File: src/rtl/usb_tx_pkg.sv
// Purpose: shared enums, CRC constants and line encodings for the USB transmitter.
// Latency: none (types and constants only).
// Backpressure: not applicable.
package usb_tx_pkg;

    typedef enum logic [1:0] {
        CRC_NONE = 2'b00,
        CRC_5    = 2'b01,
        CRC_16   = 2'b10,
        CRC_ILL  = 2'b11
    } crc_mode_t;

    typedef enum logic [2:0] {
        ST_IDLE,
        ST_SYNC,
        ST_PID,
        ST_PLD,
        ST_CRC,
        ST_EOP,
        ST_IDLE_J
    } tx_state_t;

    localparam logic [4:0]  CRC5_POLY  = 5'h05;
    localparam logic [15:0] CRC16_POLY = 16'h8005;
    localparam logic [4:0]  CRC5_INIT  = 5'h1F;
    localparam logic [15:0] CRC16_INIT = 16'hFFFF;

    // Line symbols as {dp, dm}.
    localparam logic [1:0] LINE_J   = 2'b10;
    localparam logic [1:0] LINE_K   = 2'b01;
    localparam logic [1:0] LINE_SE0 = 2'b00;

    localparam logic [2:0] STUFF_RUN = 3'd6;

    function automatic logic [1:0] nrzi_line(input logic lvl);
        return lvl ? LINE_J : LINE_K;
    endfunction

endpackage

File: src/rtl/usb_tx_crc.sv
// Purpose: serial CRC5/CRC16 engine over payload bits; output is the complemented remainder.
// Latency: remainder updates on the edge a bit is consumed.
// Backpressure: none; bit_valid is a one-cycle strobe from the serializer.
module usb_tx_crc
    import usb_tx_pkg::*;
(
    input  logic        clk,
    input  logic        rst_b,
    input  logic        clear,
    input  logic        bit_valid,
    input  logic        bit_in,
    input  logic [1:0]  mode,
    output logic [15:0] crc_out
);

    logic [4:0]  crc5_q,  crc5_d;
    logic [15:0] crc16_q, crc16_d;
    logic        fb5, fb16;

    // Both remainders run in parallel so clear does not depend on the mode being latched yet.
    always_comb begin
        fb5     = bit_in ^ crc5_q[4];
        fb16    = bit_in ^ crc16_q[15];
        crc5_d  = crc5_q;
        crc16_d = crc16_q;
        if (clear) begin
            crc5_d  = CRC5_INIT;
            crc16_d = CRC16_INIT;
        end else if (bit_valid) begin
            crc5_d  = {crc5_q[3:0], 1'b0} ^ (fb5 ? CRC5_POLY : 5'd0);
            crc16_d = {crc16_q[14:0], 1'b0} ^ (fb16 ? CRC16_POLY : 16'd0);
        end
    end

    always_ff @(posedge clk) begin
        if (!rst_b) begin
            crc5_q  <= CRC5_INIT;
            crc16_q <= CRC16_INIT;
        end else begin
            crc5_q  <= crc5_d;
            crc16_q <= crc16_d;
        end
    end

    assign crc_out = (mode == CRC_5) ? {11'd0, ~crc5_q} : ~crc16_q;

endmodule

File: src/rtl/usb_tx_serializer.sv
// Purpose: USB packet transmitter (SYNC/PID/payload/CRC, bit stuffing, NRZI, EOP); USB_TX_STUFF_CNT_EN adds stuff_cnt.
// Latency: first SYNC bit on dp/dm the cycle after accept; one line bit per clk.
// Backpressure: ready_in low from accept until the idle cycle after the final J.
module usb_tx_serializer
    import usb_tx_pkg::*;
#(
    parameter int  MAX_PLD_BITS = 64,
    parameter int  SYNC_BITS    = 8,
    parameter int  EOP_SE0      = 2,
    localparam int LEN_W        = $clog2(MAX_PLD_BITS + 1)
) (
    input  logic                    clk,
    input  logic                    rst_b,
    input  logic                    pkt_avail,
    output logic                    ready_in,
    input  logic [3:0]              pid,
    input  logic [MAX_PLD_BITS-1:0] payload,
    input  logic [LEN_W-1:0]        pld_bits,
    input  logic [1:0]              crc_mode,
    output logic                    dp,
    output logic                    dm,
    output logic                    tx_busy,
    output logic                    tx_done,
    output logic                    cfg_err
`ifdef USB_TX_STUFF_CNT_EN
    ,
    output logic [7:0]              stuff_cnt
`endif
);

    localparam int IDX_W = $clog2(MAX_PLD_BITS + SYNC_BITS + EOP_SE0 + 17);
    localparam int PI_W  = (MAX_PLD_BITS > 1) ? $clog2(MAX_PLD_BITS) : 1;

    tx_state_t               st_q, st_d;
    logic [IDX_W-1:0]        idx_q, idx_d;
    logic [2:0]              ones_q, ones_d;
    logic                    lvl_q, lvl_d;
    logic [1:0]              line_q, line_d;
    logic                    rdy_q, rdy_d, busy_q, busy_d, done_q, done_d, err_q, err_d;
    logic [3:0]              pid_q, pid_d;
    logic [MAX_PLD_BITS-1:0] pld_q, pld_d;
    logic [LEN_W-1:0]        len_q, len_d;
    crc_mode_t               mode_q, mode_d;

    logic        accept, raw, last, crc_vld;
    logic [7:0]  pid_byte;
    logic [3:0]  crc_i, crc_last;
    logic [15:0] crc_out;
    tx_state_t   nxt_pld, nxt_pid;

    assign accept   = (st_q == ST_IDLE) && rdy_q && pkt_avail;
    assign pid_byte = {~pid_q, pid_q};
    assign crc_last = (mode_q == CRC_5) ? 4'd4 : 4'd15;
    assign crc_i    = crc_last - idx_q[3:0];
    assign nxt_pld  = (mode_q == CRC_NONE) ? ST_EOP : ST_CRC;
    assign nxt_pid  = (len_q != '0) ? ST_PLD : nxt_pld;

    usb_tx_crc u_crc (
        .clk       (clk),
        .rst_b     (rst_b),
        .clear     (accept),
        .bit_valid (crc_vld),
        .bit_in    (raw),
        .mode      (mode_q),
        .crc_out   (crc_out)
    );

    always_comb begin
        st_d    = st_q;
        idx_d   = idx_q;
        ones_d  = ones_q;
        lvl_d   = lvl_q;
        line_d  = line_q;
        rdy_d   = rdy_q;
        busy_d  = busy_q;
        done_d  = 1'b0;
        err_d   = 1'b0;
        pid_d   = pid_q;
        pld_d   = pld_q;
        len_d   = len_q;
        mode_d  = mode_q;
        crc_vld = 1'b0;
        raw     = 1'b0;
        last    = 1'b0;

        unique case (st_q)
            ST_SYNC: begin
                raw  = (idx_q == IDX_W'(SYNC_BITS - 1));
                last = raw;
            end
            ST_PID: begin
                raw  = pid_byte[idx_q[2:0]];
                last = (idx_q == IDX_W'(7));
            end
            ST_PLD: begin
                raw  = pld_q[idx_q[PI_W-1:0]];
                last = (idx_q == IDX_W'(len_q) - IDX_W'(1));
            end
            ST_CRC: begin
                raw  = crc_out[crc_i];
                last = (idx_q[3:0] == crc_last);
            end
            ST_EOP:  last = (idx_q == IDX_W'(EOP_SE0 - 1));
            default: ;
        endcase

        unique case (st_q)
            ST_IDLE: begin
                line_d = LINE_J;
                lvl_d  = 1'b1;
                if (!rdy_q) begin
                    rdy_d = 1'b1;
                end else if (pkt_avail) begin
                    pid_d  = pid;
                    pld_d  = payload;
                    len_d  = (pld_bits > LEN_W'(MAX_PLD_BITS)) ? LEN_W'(MAX_PLD_BITS) : pld_bits;
                    mode_d = (crc_mode == CRC_ILL) ? CRC_NONE : crc_mode_t'(crc_mode);
                    err_d  = (crc_mode == CRC_ILL);
                    rdy_d  = 1'b0;
                    busy_d = 1'b1;
                    // First SYNC bit is a raw 0: the line toggles from J to K.
                    lvl_d  = 1'b0;
                    line_d = LINE_K;
                    ones_d = 3'd0;
                    st_d   = ST_SYNC;
                    idx_d  = IDX_W'(1);
                end
            end
            ST_SYNC, ST_PID, ST_PLD, ST_CRC, ST_EOP: begin
                if (ones_q == STUFF_RUN) begin
                    // Owed stuff bit goes out before the next field element, including EOP.
                    lvl_d  = ~lvl_q;
                    line_d = nrzi_line(~lvl_q);
                    ones_d = 3'd0;
                end else if (st_q == ST_EOP) begin
                    line_d = LINE_SE0;
                    if (last) begin
                        st_d  = ST_IDLE_J;
                        idx_d = '0;
                    end else begin
                        idx_d = idx_q + IDX_W'(1);
                    end
                end else begin
                    ones_d  = raw ? ones_q + 3'd1 : 3'd0;
                    lvl_d   = raw ? lvl_q : ~lvl_q;
                    line_d  = nrzi_line(raw ? lvl_q : ~lvl_q);
                    crc_vld = (st_q == ST_PLD);
                    if (last) begin
                        idx_d = '0;
                        unique case (st_q)
                            ST_SYNC: st_d = ST_PID;
                            ST_PID:  st_d = nxt_pid;
                            ST_PLD:  st_d = nxt_pld;
                            default: st_d = ST_EOP;
                        endcase
                    end else begin
                        idx_d = idx_q + IDX_W'(1);
                    end
                end
            end
            ST_IDLE_J: begin
                line_d = LINE_J;
                lvl_d  = 1'b1;
                done_d = 1'b1;
                busy_d = 1'b0;
                st_d   = ST_IDLE;
            end
            default: st_d = ST_IDLE;
        endcase
    end

    always_ff @(posedge clk) begin
        if (!rst_b) begin
            st_q   <= ST_IDLE;
            idx_q  <= '0;
            ones_q <= 3'd0;
            lvl_q  <= 1'b1;
            line_q <= LINE_J;
            rdy_q  <= 1'b0;
            busy_q <= 1'b0;
            done_q <= 1'b0;
            err_q  <= 1'b0;
            pid_q  <= 4'd0;
            pld_q  <= '0;
            len_q  <= '0;
            mode_q <= CRC_NONE;
        end else begin
            st_q   <= st_d;
            idx_q  <= idx_d;
            ones_q <= ones_d;
            lvl_q  <= lvl_d;
            line_q <= line_d;
            rdy_q  <= rdy_d;
            busy_q <= busy_d;
            done_q <= done_d;
            err_q  <= err_d;
            pid_q  <= pid_d;
            pld_q  <= pld_d;
            len_q  <= len_d;
            mode_q <= mode_d;
        end
    end

    assign dp       = line_q[1];
    assign dm       = line_q[0];
    assign ready_in = rdy_q;
    assign tx_busy  = busy_q;
    assign tx_done  = done_q;
    assign cfg_err  = err_q;

`ifdef USB_TX_STUFF_CNT_EN
    logic [7:0] scnt_q, scnt_d;
    logic       stuff_now;

    assign stuff_now = (st_q inside {ST_SYNC, ST_PID, ST_PLD, ST_CRC, ST_EOP}) && (ones_q == STUFF_RUN);

    always_comb begin
        scnt_d = scnt_q;
        if (accept)
            scnt_d = 8'd0;
        else if (stuff_now && (scnt_q != 8'hFF))
            scnt_d = scnt_q + 8'd1;
    end

    always_ff @(posedge clk) begin
        if (!rst_b)
            scnt_q <= 8'd0;
        else
            scnt_q <= scnt_d;
    end

    assign stuff_cnt = scnt_q;
`endif

endmodule
File: config.mk
export PLATFORM = sky130hd
export DESIGN_NAME = usb_tx_serializer
export DESIGN_NICKNAME = d
export VERILOG_FILES = /design/src/rtl/usb_tx_pkg.sv /design/src/rtl/usb_tx_crc.sv /design/src/rtl/usb_tx_serializer.sv
export SDC_FILE = /design/constraint.sdc
export NUM_CORES = 1
export LEC_CHECK = 0
export ABC_AREA = 1
export CAP_MARGIN = 20
export CELL_PAD_IN_SITES_DETAIL_PLACEMENT = 0
export CELL_PAD_IN_SITES_GLOBAL_PLACEMENT = 2
export CORE_MARGIN = 5
export CORE_UTILIZATION = 33
export CTS_CLUSTER_SIZE = 10
export DETAILED_ROUTE_END_ITERATION = 16
export PLACE_DENSITY = 0.95
export SYNTH_ARGS = -nofsm -noshare
export SYNTH_HDL_FRONTEND = slang
export SYNTH_SLANG_ARGS = --single-unit
File: constraint.sdc
create_clock -name clk -period 5.59 [get_ports clk]
set_clock_uncertainty 0.15 [all_clocks]
set_input_delay 1.118 -clock clk [delete_from_list [all_inputs] [get_ports clk]]
set_output_delay 1.118 -clock clk [all_outputs]
set_load 0.02 [all_outputs]
==> impl_metrics.toml <==
[cts]
clk_pin_slew_ps = 50
worstSkewPairLatency_ps = 410
ctsHtreeMaxLevel = 4
ctsHoldBuffers = 0
clk_path_buf_depth = 2
postCtsResizedCells = 0
cts_made_buffers = 17
cts_tree = "built"
postCtsSetupBuffers = 0
numClockSinks = 118
root_buffer = "clkbuf_16"

[floorplan]
ios = 86
core_area_mm2 = 0.0172
die_w_um = 142
initial_utilization_pct = 33.5
placementRows = 48
die_area_mm2 = 0.0203
die_h_um = 142

[synth]
synth_edf_count = 0
syn_inst = 786
ys_seq_area_share_pct = 40.9
synth-xor-area-share_pct = 2.38
synth_cell_type_count = 49
synth_compound_area_share_pct = 15.5
yosys.area_share.simple_pct = 29.3
ys_ff_latch = 118
yosysWarnings = 0
syn_nets = 873
avgSynthCellArea_um2 = 7.35
synth_top_family_by_area = "simple AND/OR/NAND/NOR gates"
async_reset_ff_share_pct = 0
syn-cell-area_mm2 = 0.00578
synthFlopType = "dfxtp_1"
synthAdderAreaFrac_pct = 1.65
synthMuxAreaShare_pct = 0

[drt]
ant_nets = 0
finalWirelength_um = 15500
routed-via-count = 5197
dr.first_iter.drc_count = 266
avgRoutedWirePerCell_um = 14.1
vias_per_cell = 4.74
drc = 0
drt_first_pass_iters = 4

[timing]
relSlewSlack_pct = 41.6
hold_violations = 0
whs_ps = 316
tns_ps = 0
period_share_pct = 59.4
fmax_mhz = 301
period_needed_ps = 3320
maxSlewViolCount = 0
rsz0062_at_grt = "no"
worst_pin_slew_ps = 874
setup_viol = 0

[setup_path]
crit_family = "buffers and inverters"
path_buf_inv = 3
crit_path_top_delay_cell = "nor2_4"
max_stage_delay_ps = 780
crit_chain = "clkdlybuf4s50_1 -> inv_1 -> nor2_4 -> buf_4 -> nand2_1 -> o21ai_0"
worstPathMaxFanout = 37
crit_type = "input port to register"
startpoint_type = "input port"
cp.arrival_ps = 3510
worstPathRequired_ps = 5780
cp-end-kind = "register"

[cells_and_area]
multi_input_area_mm2 = 0.00283
nets = 945
syn_to_final_growth_pct = 27.0
diodes = 0
ff_latch_area_mm2 = 0.00236
drive_gt1_share_pct = 9.76
fillers = 1784
final_cell_area_mm2 = 0.00734

[place]
dpl.hpwl_um = 10300
numPortBuffers = 85
postPlaceCellArea_mm2 = 0.00674
place.gp.congestion = 0.815

[power]
powerDensity_mw_per_mm2 = 425
p_leak_nw = 3.09
ir_drop_mv = 0.228

[flow_run]
cap_viol_max_count = 0

[global_route]
grt_pass1_wl_um = 25800
grt_usage_pct = 15.9
antenna_found_initial = 0
grt_max_degree = 51
grt_pass1_vias = 5138
grt-ovfl-total = 0

[worst_hold_path]
hold_path_class = "register to register"

[run_status]
status = "finished clean"
==> per-stage QoR <==
stage	power (W)	cells	util, %	setup WS (ps)
floorplan	0.00181	786	-	3130
global placement	0.00205	1064	39.1	1850
detailed placement	0.00205	1064	39.1	1840
CTS	0.00316	1096	42.6	2270
global route	0.00334	1096	42.6	2040
finish	0.00312	1096	42.6	2270
==> cell usage in the layout, fill, tap and decap left out, types with 12 or more instances in the layout <==
cell             count
nand3_1            100
inv_2               12
a22o_1              34
clkbuf_16           17
dfxtp_1            117
o21ai_0             57
nor2_1              28
a21oi_1             25
xor2_1              12
nand2_1            209
inv_1               78
clkdlybuf4s50_1     85
==> synth_stat cells, types with 3 or more instances <==
cell,n,area (µm²)
nand2_1,209,785
clkbuf_1,12,45.0
nor2_4,3,33.8
a211oi_2,3,37.5
ha_1,6,75.1
nor3_1,6,30.0
buf_1,4,15.0
nor2_2,3,18.8
dfxtp_1,118,2360
inv_1,78,293
nor2_1,29,109
buf_4,5,37.5
xor2_1,12,105
a21oi_1,25,125
buf_6,7,78.8
nand2_2,7,43.8
buf_2,11,55.1
inv_2,12,45.0
o21ai_0,57,285
nand4_1,7,43.8
o22ai_1,3,18.8
a22o_1,34,298
nand3_1,100,500
o21ai_1,4,20.0
==> registers in the layout, summed over array words and instances (netlist names) <==
signal and cells:
cfg_err 1, idx_q 7, len_q 7, line_q 2, lvl_q 1, mode_q 2
ones_q 3, pid_q 4, pld_q 64, ready_in 1, st_q 3, tx_busy 1
tx_done 1, u_crc.crc16_q 16, u_crc.crc5_q 5
==> layout make-up <==
cell class                      count  area share, %
Tap cell                          225           3.84
Clock inverter                      8           1.30
Multi-Input combinational cell    536           38.6
Timing Repair Buffer               92           12.3
Inverter                           93           4.91
Clock buffer                       24           6.84
Sequential cell                   118           32.2
==> report_power, final <==
part | switching, W | internal, W | total [W]
sequential | 0.0000665 | 0.000967 | 0.00103
combinational | 0.000643 | 0.000350 | 0.000993
clock | 0.000381 | 0.000712 | 0.00109
total | 0.00109 | 0.00203 | 0.00312
==> worst paths after layout <==
kind                    startpoint                to  slack (ps)  depth (start not counted)
setup / recovery             rst_b         pld_q[29]        2270                          6
hold reg to reg   u_crc.crc16_q[7]  u_crc.crc16_q[8]         320                          2
setup reg to reg          idx_q[0]             lvl_q        2790                         16
hold / removal    u_crc.crc16_q[7]  u_crc.crc16_q[8]         320                          2
==> tightest hold or removal path: cells and delay by family (launching register included) <==
kind | cells | cell delay, ps
compound gates | 2 | 120
flops | 1 | 320
==> per-layer routing <==
| layer | track usage (%) | vias to the layer above | part of all wire (%) |
|---|---|---|---|
| met5 | 0 | - | 0 |
| met4 | 5.80 | 0 | 1.6 |
| met3 | 3.63 | 19 | 6.2 |
| met2 | 24.7 | 105 | 45 |
| met1 | 21.6 | 2340 | 47 |
| li1 | - | 2733 | - |
==> kinds of logic after synthesis <==
kind of cell	Yosys count
adders and majority gates	7
xor gates and xnor gates	14
AOI/OAI and AO/OA	138
buffers and inverters	132
and+or+nand+nor	377
DFF	118
No activity file was read; power rests on OpenSTA's default activity.
